`src/rtl/load_store_unit_if.sv`:
```
// Bundles the CPU-side request/response and the data-memory port of the load/store unit.
// The slave modport is the LSU's view; master is the control unit and memory side.
interface load_store_unit_if;
  logic        req_valid;
  logic [5:0]  OP;
  logic [31:0] addr;
  logic [31:0] wdata;
  logic        busy;
  logic        done;
  logic        err;
  logic [31:0] rdata;
  logic        mem_req;
  logic        mem_we;
  logic [31:0] mem_addr;
  logic [3:0]  mem_be;
  logic [31:0] mem_wdata;
  logic        mem_ack;
  logic [31:0] mem_rdata;

  modport slave (
    input  req_valid, OP, addr, wdata, mem_ack, mem_rdata,
    output busy, done, err, rdata, mem_req, mem_we, mem_addr, mem_be, mem_wdata
  );

  modport master (
    output req_valid, OP, addr, wdata, mem_ack, mem_rdata,
    input  busy, done, err, rdata, mem_req, mem_we, mem_addr, mem_be, mem_wdata
  );
endinterface

```
`src/rtl/load_store_unit.sv`:
```
// Multi-cycle load/store engine: decodes width/sign, checks alignment, runs a
// req/ack memory access (or read-modify-write for sub-word stores) and extends loads.
module load_store_unit #(
  parameter bit BYTE_EN = 1'b1
) (
  input logic              clk,
  input logic              rst,
  load_store_unit_if.slave lsu
);

  localparam logic [5:0] OP_LB  = 6'b100000;
  localparam logic [5:0] OP_LBU = 6'b100100;
  localparam logic [5:0] OP_LH  = 6'b100001;
  localparam logic [5:0] OP_LHU = 6'b100101;
  localparam logic [5:0] OP_LW  = 6'b100011;
  localparam logic [5:0] OP_SB  = 6'b101000;
  localparam logic [5:0] OP_SH  = 6'b101001;
  localparam logic [5:0] OP_SW  = 6'b101011;

  typedef enum logic [2:0] {
    S_IDLE   = 3'd0,
    S_ACCESS = 3'd1,
    S_RMW_RD = 3'd2,
    S_RMW_WR = 3'd3,
    S_DONE   = 3'd4
  } state_t;

  function automatic logic f_legal(input logic [5:0] op);
    case (op)
      OP_LB, OP_LBU, OP_LH, OP_LHU, OP_LW, OP_SB, OP_SH, OP_SW: f_legal = 1'b1;
      default:                                                   f_legal = 1'b0;
    endcase
  endfunction

  function automatic logic f_misaligned(input logic [5:0] op, input logic [1:0] a);
    case (op)
      OP_LH, OP_LHU, OP_SH: f_misaligned = a[0];
      OP_LW, OP_SW:         f_misaligned = (a != 2'b00);
      default:              f_misaligned = 1'b0;
    endcase
  endfunction

  function automatic logic f_is_store(input logic [5:0] op);
    case (op)
      OP_SB, OP_SH, OP_SW: f_is_store = 1'b1;
      default:             f_is_store = 1'b0;
    endcase
  endfunction

  function automatic logic [3:0] f_be(input logic [5:0] op, input logic [1:0] a);
    case (op)
      OP_SB:   f_be = 4'b0001 << a;
      OP_SH:   f_be = 4'b0011 << a;
      OP_SW:   f_be = 4'b1111;
      default: f_be = 4'b0000;
    endcase
  endfunction

  function automatic logic [31:0] f_wlanes(input logic [5:0] op, input logic [31:0] wd);
    case (op)
      OP_SB:   f_wlanes = {4{wd[7:0]}};
      OP_SH:   f_wlanes = {2{wd[15:0]}};
      default: f_wlanes = wd;
    endcase
  endfunction

  function automatic logic [31:0] f_extend(input logic [5:0] op, input logic [1:0] a,
                                           input logic [31:0] rd);
    logic [31:0] sh;
    sh = rd >> {a, 3'b000};
    case (op)
      OP_LB:   f_extend = {{24{sh[7]}}, sh[7:0]};
      OP_LBU:  f_extend = {24'h000000, sh[7:0]};
      OP_LH:   f_extend = {{16{sh[15]}}, sh[15:0]};
      OP_LHU:  f_extend = {16'h0000, sh[15:0]};
      default: f_extend = rd;
    endcase
  endfunction

  function automatic logic [31:0] f_merge(input logic [31:0] old, input logic [31:0] lanes,
                                          input logic [3:0] be);
    for (int k = 0; k < 4; k++) begin
      f_merge[8*k +: 8] = be[k] ? lanes[8*k +: 8] : old[8*k +: 8];
    end
  endfunction

  state_t      r_state;
  state_t      w_next_state;
  logic [5:0]  r_op;
  logic [1:0]  r_lane;
  logic        r_busy;
  logic        r_done;
  logic        r_err;
  logic [31:0] r_rdata;
  logic        r_mem_req;
  logic        r_mem_we;
  logic [31:0] r_mem_addr;
  logic [3:0]  r_mem_be;
  logic [31:0] r_mem_wdata;

  logic        w_bad;
  logic        w_rmw;
  logic [5:0]  w_op_sel;
  logic        w_busy_nxt;
  logic        w_done_nxt;
  logic        w_err_nxt;
  logic        w_we_nxt;

  assign w_bad    = !f_legal(lsu.OP) || f_misaligned(lsu.OP, lsu.addr[1:0]);
  assign w_rmw    = !BYTE_EN && ((lsu.OP == OP_SB) || (lsu.OP == OP_SH));
  assign w_op_sel = (r_state == S_IDLE) ? lsu.OP : r_op;

  // State register
  always_ff @(posedge clk or posedge rst) begin
    if (rst) begin
      r_state <= S_IDLE;
    end else begin
      r_state <= w_next_state;
    end
  end

  // Next-state decode
  always_comb begin
    w_next_state = r_state;
    case (r_state)
      S_IDLE: begin
        if (!lsu.req_valid) begin
          w_next_state = S_IDLE;
        end else if (w_bad) begin
          w_next_state = S_DONE;
        end else if (w_rmw) begin
          w_next_state = S_RMW_RD;
        end else begin
          w_next_state = S_ACCESS;
        end
      end
      S_ACCESS: w_next_state = lsu.mem_ack ? S_DONE   : S_ACCESS;
      S_RMW_RD: w_next_state = lsu.mem_ack ? S_RMW_WR : S_RMW_RD;
      S_RMW_WR: w_next_state = lsu.mem_ack ? S_DONE   : S_RMW_WR;
      S_DONE:   w_next_state = S_IDLE;
      default:  w_next_state = S_IDLE;
    endcase
  end

  // Outputs for the state being entered; registered below so every output is a flop.
  // Only an error path goes IDLE->DONE directly, which is what flags err.
  always_comb begin
    w_busy_nxt = 1'b0;
    w_done_nxt = 1'b0;
    w_err_nxt  = 1'b0;
    w_we_nxt   = 1'b0;
    case (w_next_state)
      S_ACCESS: begin
        w_busy_nxt = 1'b1;
        w_we_nxt   = f_is_store(w_op_sel);
      end
      S_RMW_RD: w_busy_nxt = 1'b1;
      S_RMW_WR: begin
        w_busy_nxt = 1'b1;
        w_we_nxt   = 1'b1;
      end
      S_DONE: begin
        w_done_nxt = 1'b1;
        w_err_nxt  = (r_state == S_IDLE);
      end
      default: w_busy_nxt = 1'b0;
    endcase
  end

  // Output and datapath registers
  always_ff @(posedge clk or posedge rst) begin
    if (rst) begin
      r_op        <= 6'b000000;
      r_lane      <= 2'b00;
      r_busy      <= 1'b0;
      r_done      <= 1'b0;
      r_err       <= 1'b0;
      r_rdata     <= 32'h0000_0000;
      r_mem_req   <= 1'b0;
      r_mem_we    <= 1'b0;
      r_mem_addr  <= 32'h0000_0000;
      r_mem_be    <= 4'b0000;
      r_mem_wdata <= 32'h0000_0000;
    end else begin
      r_busy    <= w_busy_nxt;
      r_done    <= w_done_nxt;
      r_err     <= w_err_nxt;
      r_mem_req <= w_busy_nxt;
      r_mem_we  <= w_we_nxt;
      case (r_state)
        S_IDLE: begin
          if (lsu.req_valid && !w_bad) begin
            r_op        <= lsu.OP;
            r_lane      <= lsu.addr[1:0];
            r_mem_addr  <= {lsu.addr[31:2], 2'b00};
            r_mem_be    <= w_rmw ? 4'b0000 : f_be(lsu.OP, lsu.addr[1:0]);
            r_mem_wdata <= f_wlanes(lsu.OP, lsu.wdata);
          end
        end
        S_ACCESS: begin
          if (lsu.mem_ack && !f_is_store(r_op)) begin
            r_rdata <= f_extend(r_op, r_lane, lsu.mem_rdata);
          end
        end
        // r_mem_wdata already holds the replicated store lanes from acceptance
        S_RMW_RD: begin
          if (lsu.mem_ack) begin
            r_mem_wdata <= f_merge(lsu.mem_rdata, r_mem_wdata, f_be(r_op, r_lane));
            r_mem_be    <= 4'b1111;
          end
        end
        default: ;
      endcase
    end
  end

  assign lsu.busy      = r_busy;
  assign lsu.done      = r_done;
  assign lsu.err       = r_err;
  assign lsu.rdata     = r_rdata;
  assign lsu.mem_req   = r_mem_req;
  assign lsu.mem_we    = r_mem_we;
  assign lsu.mem_addr  = r_mem_addr;
  assign lsu.mem_be    = r_mem_be;
  assign lsu.mem_wdata = r_mem_wdata;

endmodule
```
`src/flat_wrapper.sv`:
```
// flat-port wrapper written by rule: the top's interface ports become plain ports
module load_store_unit_flat 
#(
  parameter bit BYTE_EN = 1'b1
)
  (clk, rst, lsu_req_valid, lsu_OP, lsu_addr, lsu_wdata, lsu_mem_ack, lsu_mem_rdata, lsu_busy, lsu_done, lsu_err, lsu_rdata, lsu_mem_req, lsu_mem_we, lsu_mem_addr, lsu_mem_be, lsu_mem_wdata);
  load_store_unit_if lsu_i ();
  input logic clk;
  input logic rst;
  input wire logic [$bits(lsu_i.req_valid)-1:0] lsu_req_valid;
  input wire logic [$bits(lsu_i.OP)-1:0] lsu_OP;
  input wire logic [$bits(lsu_i.addr)-1:0] lsu_addr;
  input wire logic [$bits(lsu_i.wdata)-1:0] lsu_wdata;
  input wire logic [$bits(lsu_i.mem_ack)-1:0] lsu_mem_ack;
  input wire logic [$bits(lsu_i.mem_rdata)-1:0] lsu_mem_rdata;
  output wire logic [$bits(lsu_i.busy)-1:0] lsu_busy;
  output wire logic [$bits(lsu_i.done)-1:0] lsu_done;
  output wire logic [$bits(lsu_i.err)-1:0] lsu_err;
  output wire logic [$bits(lsu_i.rdata)-1:0] lsu_rdata;
  output wire logic [$bits(lsu_i.mem_req)-1:0] lsu_mem_req;
  output wire logic [$bits(lsu_i.mem_we)-1:0] lsu_mem_we;
  output wire logic [$bits(lsu_i.mem_addr)-1:0] lsu_mem_addr;
  output wire logic [$bits(lsu_i.mem_be)-1:0] lsu_mem_be;
  output wire logic [$bits(lsu_i.mem_wdata)-1:0] lsu_mem_wdata;
  assign lsu_i.req_valid = lsu_req_valid;
  assign lsu_i.OP = lsu_OP;
  assign lsu_i.addr = lsu_addr;
  assign lsu_i.wdata = lsu_wdata;
  assign lsu_i.mem_ack = lsu_mem_ack;
  assign lsu_i.mem_rdata = lsu_mem_rdata;
  assign lsu_busy = lsu_i.busy;
  assign lsu_done = lsu_i.done;
  assign lsu_err = lsu_i.err;
  assign lsu_rdata = lsu_i.rdata;
  assign lsu_mem_req = lsu_i.mem_req;
  assign lsu_mem_we = lsu_i.mem_we;
  assign lsu_mem_addr = lsu_i.mem_addr;
  assign lsu_mem_be = lsu_i.mem_be;
  assign lsu_mem_wdata = lsu_i.mem_wdata;
  load_store_unit #(.BYTE_EN(BYTE_EN)) u_core (.clk(clk), .rst(rst), .lsu(lsu_i));
endmodule
```
`config.mk`:
```
export PLATFORM = sky130hd
export DESIGN_NAME = load_store_unit_flat
export DESIGN_NICKNAME = d
export VERILOG_FILES = /design/src/rtl/load_store_unit_if.sv /design/src/rtl/load_store_unit.sv /design/src/flat_wrapper.sv
export SDC_FILE = /design/constraint.sdc
export NUM_CORES = 1
export LEC_CHECK = 0
export BUFFER_PORTS_ARGS = -buffer_cell sky130_fd_sc_hd__buf_2
export CORE_MARGIN = 2
export CORE_UTILIZATION = 27
export CTS_CLUSTER_SIZE = 20
export DETAILED_ROUTE_END_ITERATION = 8
export PLACE_DENSITY = 0.53
export SLEW_MARGIN = 20
export SYNTH_ARGS = -nofsm -noshare
export SYNTH_HDL_FRONTEND = slang
export SYNTH_SLANG_ARGS = --single-unit
```
`constraint.sdc`:
```
create_clock -name clk -period 3.9 [get_ports clk]
set_input_delay 0.585 -clock clk [delete_from_list [all_inputs] [get_ports clk]]
set_output_delay 0.585 -clock clk [all_outputs]
set_load 0.05 [all_outputs]
```
**Word-level counts from Yosys, hierarchy flattened**

Cells that the tools add are included.

- Output and inout port bits: 105
- Bits in read-only memories: 0
- Bits in latches: 0
- Memories kept: 0
- Register bits: 113
- Bits of input ports: 106
- RAM bits: 0

- Multipliers: 0
- Bitwise logic cells: 0
- Equal/unequal tests: 31
- Reductions and logical operators: 22
- Add/sub/neg operators: 0
- Mux-type cells: 32
- Divide/modulo/power cells: 0
- Shift-type cells: 5
- Order comparisons: 0

Operators with widths:

| kind | number |
|---|---|
| $pmux W32 S2 | 2 |
| $pmux W32 S4 | 1 |
| $eq A6 B6 Y1 const B | 18 |
| $mux W32 | 2 |
| $mux W8 | 4 |
| $shr A32 B5 Y16 | 1 |
| $pmux W4 S3 | 2 |
| $mux W4 | 4 |
| $reduce_and A4 Y1 | 4 |
| $eq A3 B2 Y1 const B | 4 |
| $mux W3 | 4 |
| $ne A2 B2 Y1 const B | 6 |
| $pmux W3 S4 | 1 |
| $reduce_or A3 Y1 | 4 |
| $mux W1 | 8 |
| $pmux W4 S2 | 1 |
| $reduce_or A8 Y1 | 1 |
| $shl A1 B2 Y4 const A | 2 |
| $shl A2 B2 Y4 const A | 2 |
| $eq A3 B1 Y1 const B | 2 |
| $mux W6 | 1 |
| $pmux W1 S2 | 2 |
| $reduce_and A2 Y1 | 2 |
| $reduce_bool A2 Y1 | 2 |
| other kinds (7) | 10 |

**Logic depth before layout (Yosys ltp)**

Gate-level depths: netlist (run 1).

- Word-level depth: 11
- Gate-level depth with buffers: 8
- Depth with buffers taken out: 5

**Least setup slack after synthesis (run 1)**

No wires, ideal clock.

- Path kind: input to register
- Start point: input port lsu_OP[0]
- End point: register u_core.r_mem_wdata[16] (netlist: u_core.lsu.mem_wdata[16])
- Buffers on the path: 2
- Arrival: 1.941 ns
- Setup slack: 1.834 ns
- Data required time: 3.775 ns
- Setup time: 0.125 ns
- Cell stages on the path: 7
- Cells stage by stage: clkbuf_1 a22oi_1 nand3_1 a21oi_2 o22a_1 buf_4 mux2_2

- Word-level cells in the longest chain between the ends: 9
- Elaborated cells between the ends (all ways): 22
- Those cells by class: 9 x eq/ne; 5 x mux; 8 x reduce/logical

RTL lines:

| item | line | text |
|---|---|---|
| start, declared | flat_wrapper.sv:11 | `input wire logic [$bits(lsu_i.OP)-1:0] lsu_OP;` |
| $eq A6 B6 Y1 (on tied branches) | load_store_unit.sv:29, load_store_unit.sv:36, load_store_unit.sv:60 |  |
| $reduce_or A8 Y1 | load_store_unit.sv:29 | `case (op)` |
| $mux W1 | load_store_unit.sv:29 |  |
| $logic_not A1 Y1 | load_store_unit.sv:109 | `assign w_bad = !f_legal(lsu.OP) \|\| f_misaligned(lsu.OP, lsu.addr[1:0]);` |
| $logic_or A1 B1 Y1 | load_store_unit.sv:109 |  |
| $logic_not A1 Y1 | load_store_unit.sv:192 | `if (lsu.req_valid && !w_bad) begin` |
| $logic_and A1 B1 Y1 | load_store_unit.sv:192 |  |
| $ne A2 B2 Y1 (no source line) | -- |  |
| $reduce_and A4 Y1 (no source line) | -- |  |
| end signal, assigned | load_store_unit.sv:197 | `r_mem_wdata <= f_wlanes(lsu.OP, lsu.wdata);` |
| end signal, assigned | load_store_unit.sv:208 | `r_mem_wdata <= f_merge(lsu.mem_rdata, r_mem_wdata, f_be(r_op, r_lane));` |
| end, declared | load_store_unit.sv:99 | `logic [31:0] r_mem_wdata;` |

Several ways; a longest one is shown, not always the timed one. The select of a mux whose other input is x is not followed.
A chain may end at the register's enable or synchronous reset.

**Final worst setup path (run 1)**

- Start point: register u_core.r_op[2]
- End point: register u_core.r_rdata[17] (netlist: u_core.lsu.rdata[17])

- Word-level cells in the longest chain between the ends: 7
- Elaborated cells between the ends (all ways): 14
- Those cells by class: 7 x eq/ne; 3 x mux; 4 x reduce/logical

RTL lines:

| item | line | text |
|---|---|---|
| start, declared | load_store_unit.sv:89 | `logic [5:0] r_op;` |
| start signal, assigned | load_store_unit.sv:193 | `r_op <= lsu.OP;` |
| $eq A6 B6 Y1 | load_store_unit.sv:44 | `case (op)` |
| $reduce_or A3 Y1 | load_store_unit.sv:44 |  |
| $mux W1 | load_store_unit.sv:44 |  |
| $mux W1 | load_store_unit.sv:190 | `case (r_state)` |
| $logic_not A1 Y1 | load_store_unit.sv:201 | `if (lsu.mem_ack && !f_is_store(r_op)) begin` |
| $logic_and A1 B1 Y1 | load_store_unit.sv:201 |  |
| $reduce_and A2 Y1 (no source line) | -- |  |
| end signal, assigned | load_store_unit.sv:202 | `r_rdata <= f_extend(r_op, r_lane, lsu.mem_rdata);` |
| end, declared | load_store_unit.sv:94 | `logic [31:0] r_rdata;` |

Several ways; a longest one is shown, not always the timed one. The select of a mux whose other input is x is not followed.

==> flow_summary.yaml, run 1 <==
run_status:
  status: "completed"
cells_and_area:
  drive_gt1_share_pct: 42.5
  final_area_sq_mm: 0.00759
  final_cells: 1045
  nNetsFinal: 858
  syn_to_final_growth_pct: 33.7
critical_path:
  arrival_ns: 2.80
  crit_path_cell_trace: "and4bb_4 > a21boi_4 > or4_1 > a21oi_4 > a21oi_1"
  slowest_stage: "or4_1"
  cp-start-kind: "flop"
  crit_family: "simple AND/OR/NAND/NOR gates"
  r2r_slack_ns: 1.37
  cpPeakStageDelay_ns: 0.87
  path_buf_inv: 0
  critPathKind: "flop to flop"
  worst-path-max-fanout: 24
  required_ns: 4.17
  end_kind: "flop"
sta:
  relSlewSlack_pct: 31.8
  fmax_ghz: 0.395
  finalHoldViolations: 0
  finalSetupViolCount: 0
  skew_ns: 0.00918
  setup-tns-final_ns: 0
  hold_ws_ns: 0.275
  rsz0062_at_grt: "no"
  slew_viol_final: 0
  post-route-period-util_pct: 64.9
  min_period_ns: 2.53
  worst_slew_pin_slew_ns: 1.02
clock_tree:
  cts_buffer_depth: 2
  cts_resized: 0
  h-tree-depth: 4
  holdBufCountCts: 0
  numCtsBuffers: 17
  cts_tree: "done"
  post_cts_buffers: 0
  clk_latency_ns: 0.41
  cts_sinks: 113
  cts-root-buf: "clkbuf_16"
  path_clk_slew_ns: 0.06
run:
  drv_cap: 0
global_routing:
  track_usage_pct: 17.3
  antenna_found_initial: 4
  overflow: 0
  grt_pass1_wl_microns: 28800
  grt_max_degree: 76
  grt_pass1_vias: 4863
yosys:
  synth_top_area_share_pct: 49.8
  synthFlopType: "dfrtp_1"
  synth.distinct_cells: 45
  synth_top_cell_by_area: "dfrtp_1"
  synth.area.top_cells: "dfrtp_1 (50%), mux2_2 (13%), nand2_1 (6.3%)"
  avgSynthCellArea_sq_um: 10.1
  seq_area_frac_synth_pct: 49.8
  yosys.cell_count.top_type: "dfrtp_1"
  synth_edf_count: 0
  async_reset_ff_share_pct: 100
  ys_seq_elements: 113
  synth_area_sq_mm: 0.00568
  ys_top_cells_by_count: "dfrtp_1 (113), nand2_1 (95), mux2_2 (67)"
  synth_cells: 562
  yosys_warnings: 0
place:
  portBuffers: 208
  place_congestion: 0.851
  place_inst: 1008
  hpwl_microns: 14100
  place_area_sq_mm: 0.00692
drt:
  firstDrtPassIters: 4
  routed_wl_microns: 19000
  drtIter0Drc: 369
  routedWlPerCell_microns: 18.2
  route.detailed.drc: 0
  postRouteAntennaNets: 0
  via_per_inst: 4.68
  vias: 4895
floorplanning:
  start_util_pct: 27.3
  die_y_microns: 149
  fp.dieW_microns: 149
  dieArea_sq_mm: 0.0222
  num_rows: 53
  coreArea_sq_mm: 0.0208
  ios: 211
pwr:
  vdd_ir_drop_max_v: 0.000339
  p_per_area_mw_per_mm2: 844
  power_mw: 6.41
  p_leak_nw: 3.67
min_path:
  hold_class: "primary input to async pin"
[cells by family after synthesis]
family	share of synthesized area (%)
multiplexers	17.9
flip-flops	49.8
AND/OR/NAND/NOR	16.0
buffers and inverters	4.14
other	0.0661
AO/OA/AOI/OAI	12.0
[cell type report]
cell class                      count  area (sq um)
Inverter                            6          27.5
Fill cell                        2190         13200
Clock buffer                       24           502
Multi-Input combinational cell    400          2630
Tap cell                          275           344
Antenna cell                        5          12.5
Sequential cell                   113          2830
Timing Repair Buffer              214          1100
Clock inverter                      8           149
[final timing paths]
kind | start | to | cells past startpoint
max | u_core.r_op[2]$_DFFE_PP0P_ | u_core.lsu.rdata[17]$_DFFE_PP0P_ | 5
min | rst | u_core.lsu.mem_addr[15]$_DFFE_PP0P_ | 2
max reg2reg | u_core.r_op[2]$_DFFE_PP0P_ | u_core.lsu.rdata[17]$_DFFE_PP0P_ | 5
min reg2reg | u_core.lsu.rdata[3]$_DFFE_PP0P_ | u_core.lsu.rdata[3]$_DFFE_PP0P_ | 2
max in group asynchronous | rst | u_core.lsu.mem_wdata[18]$_DFFE_PP0P_ | 3
min in group clk | lsu_addr[8] | u_core.lsu.mem_addr[8]$_DFFE_PP0P_ | 2
[power by group]
| part | switching, mW | internal, mW | leakage (nW) | total (mW) |
|---|---|---|---|---|
| clock network | 0.558 | 1.15 | 0.313 | 1.71 |
| logic | 2.07 | 0.723 | 1.96 | 2.79 |
| registers | 0.299 | 1.60 | 1.40 | 1.90 |
[per-stage QoR]
step / util (%) / worst slack, ns
detailed placement: 33.2 / 1.17
finish: 36.4 / 1.37
global route: 36.4 / 1.16
global placement: 33.2 / 1.24
floorplan: - / 0.328
CTS: 36.4 / 1.34
[registers in the layout, summed over array words and instances (netlist names)]
signal                count
u_core.r_lane             2
u_core.lsu.busy           1
u_core.lsu.err            1
u_core.lsu.mem_addr      30
u_core.lsu.mem_wdata     32
u_core.lsu.mem_we         1
u_core.lsu.done           1
u_core.r_state            3
u_core.lsu.mem_be         4
u_core.lsu.rdata         32
u_core.r_op               6
[placed cells by master, fill, tap and decap left out, types with 2 or more instances in the layout]
cell type   synthesis  final
buf_2              17    208
mux2_2             67     67
nand2_1            95     95
nand3_1            17     17
o311ai_0            8      8
or2_2               2      2
o21ai_0            33     33
nor2b_1             7      6
diode_2             0      5
nand2b_1            6      5
buf_4               5      5
mux2i_1            24     24
nor3_1             17     17
o22ai_1             7      7
a21oi_4             1      2
or3_1               2      2
clkbuf_8            0      5
clkbuf_1           20      2
bufinv_16           0      4
o211ai_1            8      8
clkinvlp_4          0      2
conb_1              1      2
clkbuf_16           0     17
dfrtp_1           113    113
a21oi_1            30     30
o31a_1              3      3
nor2_1             41     41
inv_1               6      5
a211oi_1           10     10
[routing by layer]
metal	track usage [%]	up-vias	routed length (microns)
li1	-	2365	-
met1	23.9	2358	8800
met2	25.3	154	8540
met3	5.69	16	1370
met4	6.10	2	269
met5	0	-	11
Note: power is estimated with default switching activity, not from simulation.
==> inputs of run 2 (changes only) <==
- ABC_AREA: unset -> 1
- PLACE_DENSITY: 0.53 -> 0.54
- clock period: 3.9 -> 2.1 ns (I/O delays scaled with it)
==> flow_summary.yaml, run 2 <==
run_status:
  status: "completed"
cells_and_area:
  final_area_sq_mm: 0.00824
  syn_to_final_growth_pct: 32.2
  most-common-layout-cells: "nand2_1 (416), buf_2 (208), dfrtp_1 (113), nor2_1 (80), inv_1 (58)"
  mostFrequentLayoutCell: "nand2_1"
  diodes: 0
  drive_gt1_share_pct: 27.0
  nNetsFinal: 1207
clock_tree:
  numCtsBuffers: 17
  h-tree-depth: 4
  cts_buffer_depth: 2
  cts_tree: "done"
  path_clk_slew_ns: 0.06
  cts_sinks: 113
  cts-root-buf: "clkbuf_16"
  post_cts_buffers: 0
  clk_latency_ns: 0.42
sta:
  relSlewSlack_pct: 51.6
  finalHoldViolations: 0
  fmax_ghz: 0.537
  worst_slew_pin_slew_ns: 0.721
  skew_ns: 0.00867
  slew_viol_final: 0
  post-route-period-util_pct: 88.7
  rsz0062_at_grt: "no"
  finalSetupViolCount: 0
  min_period_ns: 1.86
  hold_ws_ns: 0.0864
  setup-tns-final_ns: 0
global_routing:
  track_usage_pct: 18.0
  grt_pass1_wl_microns: 33600
  grt_pass1_vias: 5950
  grt_max_degree: 57
  antenna_found_initial: 0
  overflow: 0
critical_path:
  slowest_stage: "dfrtp_1"
  crit_family: "simple AND/OR/NAND/NOR gates"
  path_buf_inv: 0
  cpPeakStageDelay_ns: 0.42
  arrival_ns: 2.17
  end_kind: "flop"
  reg2regPathDepth: 8
  required_ns: 2.40
  crit_top_cell: "nand2_1"
  cp.depth: 8
  cp-start-kind: "flop"
  worst-path-max-fanout: 8
  critPathKind: "flop to flop"
  crit_path_cell_trace: "nor2_1 > nand2_1 > nor2_1 > nand4_4 > nand2_2 > nand2_1 > nand2_1 > nand2_1"
pwr:
  power_mw: 12.3
  vdd_ir_drop_max_v: 0.000634
  p_per_area_mw_per_mm2: 1500
  p_leak_nw: 4.77
place:
  place_area_sq_mm: 0.00758
  place_congestion: 0.849
  hpwl_microns: 16900
  portBuffers: 208
yosys:
  seq_area_frac_synth_pct: 45.4
  avgSynthCellArea_sq_um: 6.99
  synth.area.top_cells: "dfrtp_1 (45%), nand2_1 (25%), nor2_1 (4.8%)"
  synthFlopType: "dfrtp_1"
  ys_top_cells_by_count: "nand2_1 (416), dfrtp_1 (113), nor2_1 (80)"
  synth_edf_count: 0
  yosys.cell_count.top_type: "nand2_1"
  yosys_warnings: 0
  synth.distinct_cells: 30
  async_reset_ff_share_pct: 100
  synth_cells: 891
  synth_area_sq_mm: 0.00623
  synth_top_area_share_pct: 45.4
  ys_seq_elements: 113
  synth_top_cell_by_area: "dfrtp_1"
floorplanning:
  die_y_microns: 156
  dieArea_sq_mm: 0.0243
  fp.dieW_microns: 156
  num_rows: 55
  ios: 211
  coreArea_sq_mm: 0.0226
  start_util_pct: 27.5
min_path:
  hold_class: "primary input to flop"
  holdPathStages: 3
run:
  drv_cap: 0
drt:
  postRouteAntennaNets: 0
  routed_wl_microns: 22200
  via_per_inst: 4.62
  routedWlPerCell_microns: 15.8
  vias: 6466
  route.detailed.drc: 0
  drtIter0Drc: 410
  firstDrtPassIters: 7
==> run 2: cell count changes in the layout (fill, tap and decap cells not counted), sizes merged, moves of 13 or more <==
cell   previous run  this run
o21ai            33        74
nor3             18         5
mux2             67         0
a21oi            33        14
nand2            95       422
buf             214       229
mux2i            24         0
nor2             41        87
inv               6        71
nand3            17        51
==> run 2: timing repair <==
| item | CTS | global route |
|---|---|---|
| resized for setup | 0 | 0 |
| hold buffers | 1 | 0 |
| endpoints found under the hold margin | 11 | 0 |
==> run 2: per-stage QoR <==
stage	worst slack (ns)	instances	utilization, %
6_report	0.237	1399	36.4
3_5_place_dp	0.232	1366	33.5
4_1_cts	0.265	1399	36.4
3_3_place_gp	0.280	1366	33.5
5_1_grt	0.0500	1399	36.4
2_1_floorplan	0.414	892	-
==> run 2: final cells by class <==
cell class	instances	area, sq um
Tap cell	285	357
Fill cell	2435	14400
Clock inverter	15	218
Timing Repair Buffer	230	1220
Multi-Input combinational cell	675	2950
Sequential cell	113	2830
Inverter	64	244
Clock buffer	17	425
==> run 2: logic make-up after synthesis <==
group / synth area share, %
DFF: 45.4
buffers and inverters: 7.47
and+or+nand+nor: 37.3
AOI/OAI and AO/OA: 9.78
other: 0.0602
==> run 2: worst register-to-register path: cells and delay by family, from the launching register on <==
family           cells  cell delay (ns)
flip-flops           1             0.42
AND/OR/NAND/NOR      8             1.32
==> run 2: final timing paths <==
path                                                 startpoint                                    to  slack (ns)
setup / recovery                    u_core.r_state[1]$_DFF_PP0_  u_core.lsu.mem_wdata[31]$_DFFE_PP0P_        0.24
hold reg to reg            u_core.lsu.mem_wdata[13]$_DFFE_PP0P_  u_core.lsu.mem_wdata[13]$_DFFE_PP0P_        0.47
setup reg to reg                    u_core.r_state[1]$_DFF_PP0_  u_core.lsu.mem_wdata[31]$_DFFE_PP0P_        0.24
min in group asynchronous                                   rst   u_core.lsu.mem_addr[27]$_DFFE_PP0P_        0.43
hold / removal                                     lsu_addr[15]   u_core.lsu.mem_addr[15]$_DFFE_PP0P_        0.09
max in group asynchronous                                   rst       u_core.lsu.rdata[4]$_DFFE_PP0P_        0.95
==> run 2: power breakdown <==
| group | switching, mW | total (mW) | internal, mW |
|---|---|---|---|
| logic | 4.38 | 5.66 | 1.28 |
| registers | 0.486 | 3.47 | 2.98 |
| clock network | 1.18 | 3.20 | 2.02 |
==> run 2: routing by layer <==
layer | wire (microns) | track usage (%)
met1 | 10100 | 24.9
met2 | 10000 | 27.9
met3 | 1490 | 4.11
met4 | 530 | 5.99
met5 | 0 | 0
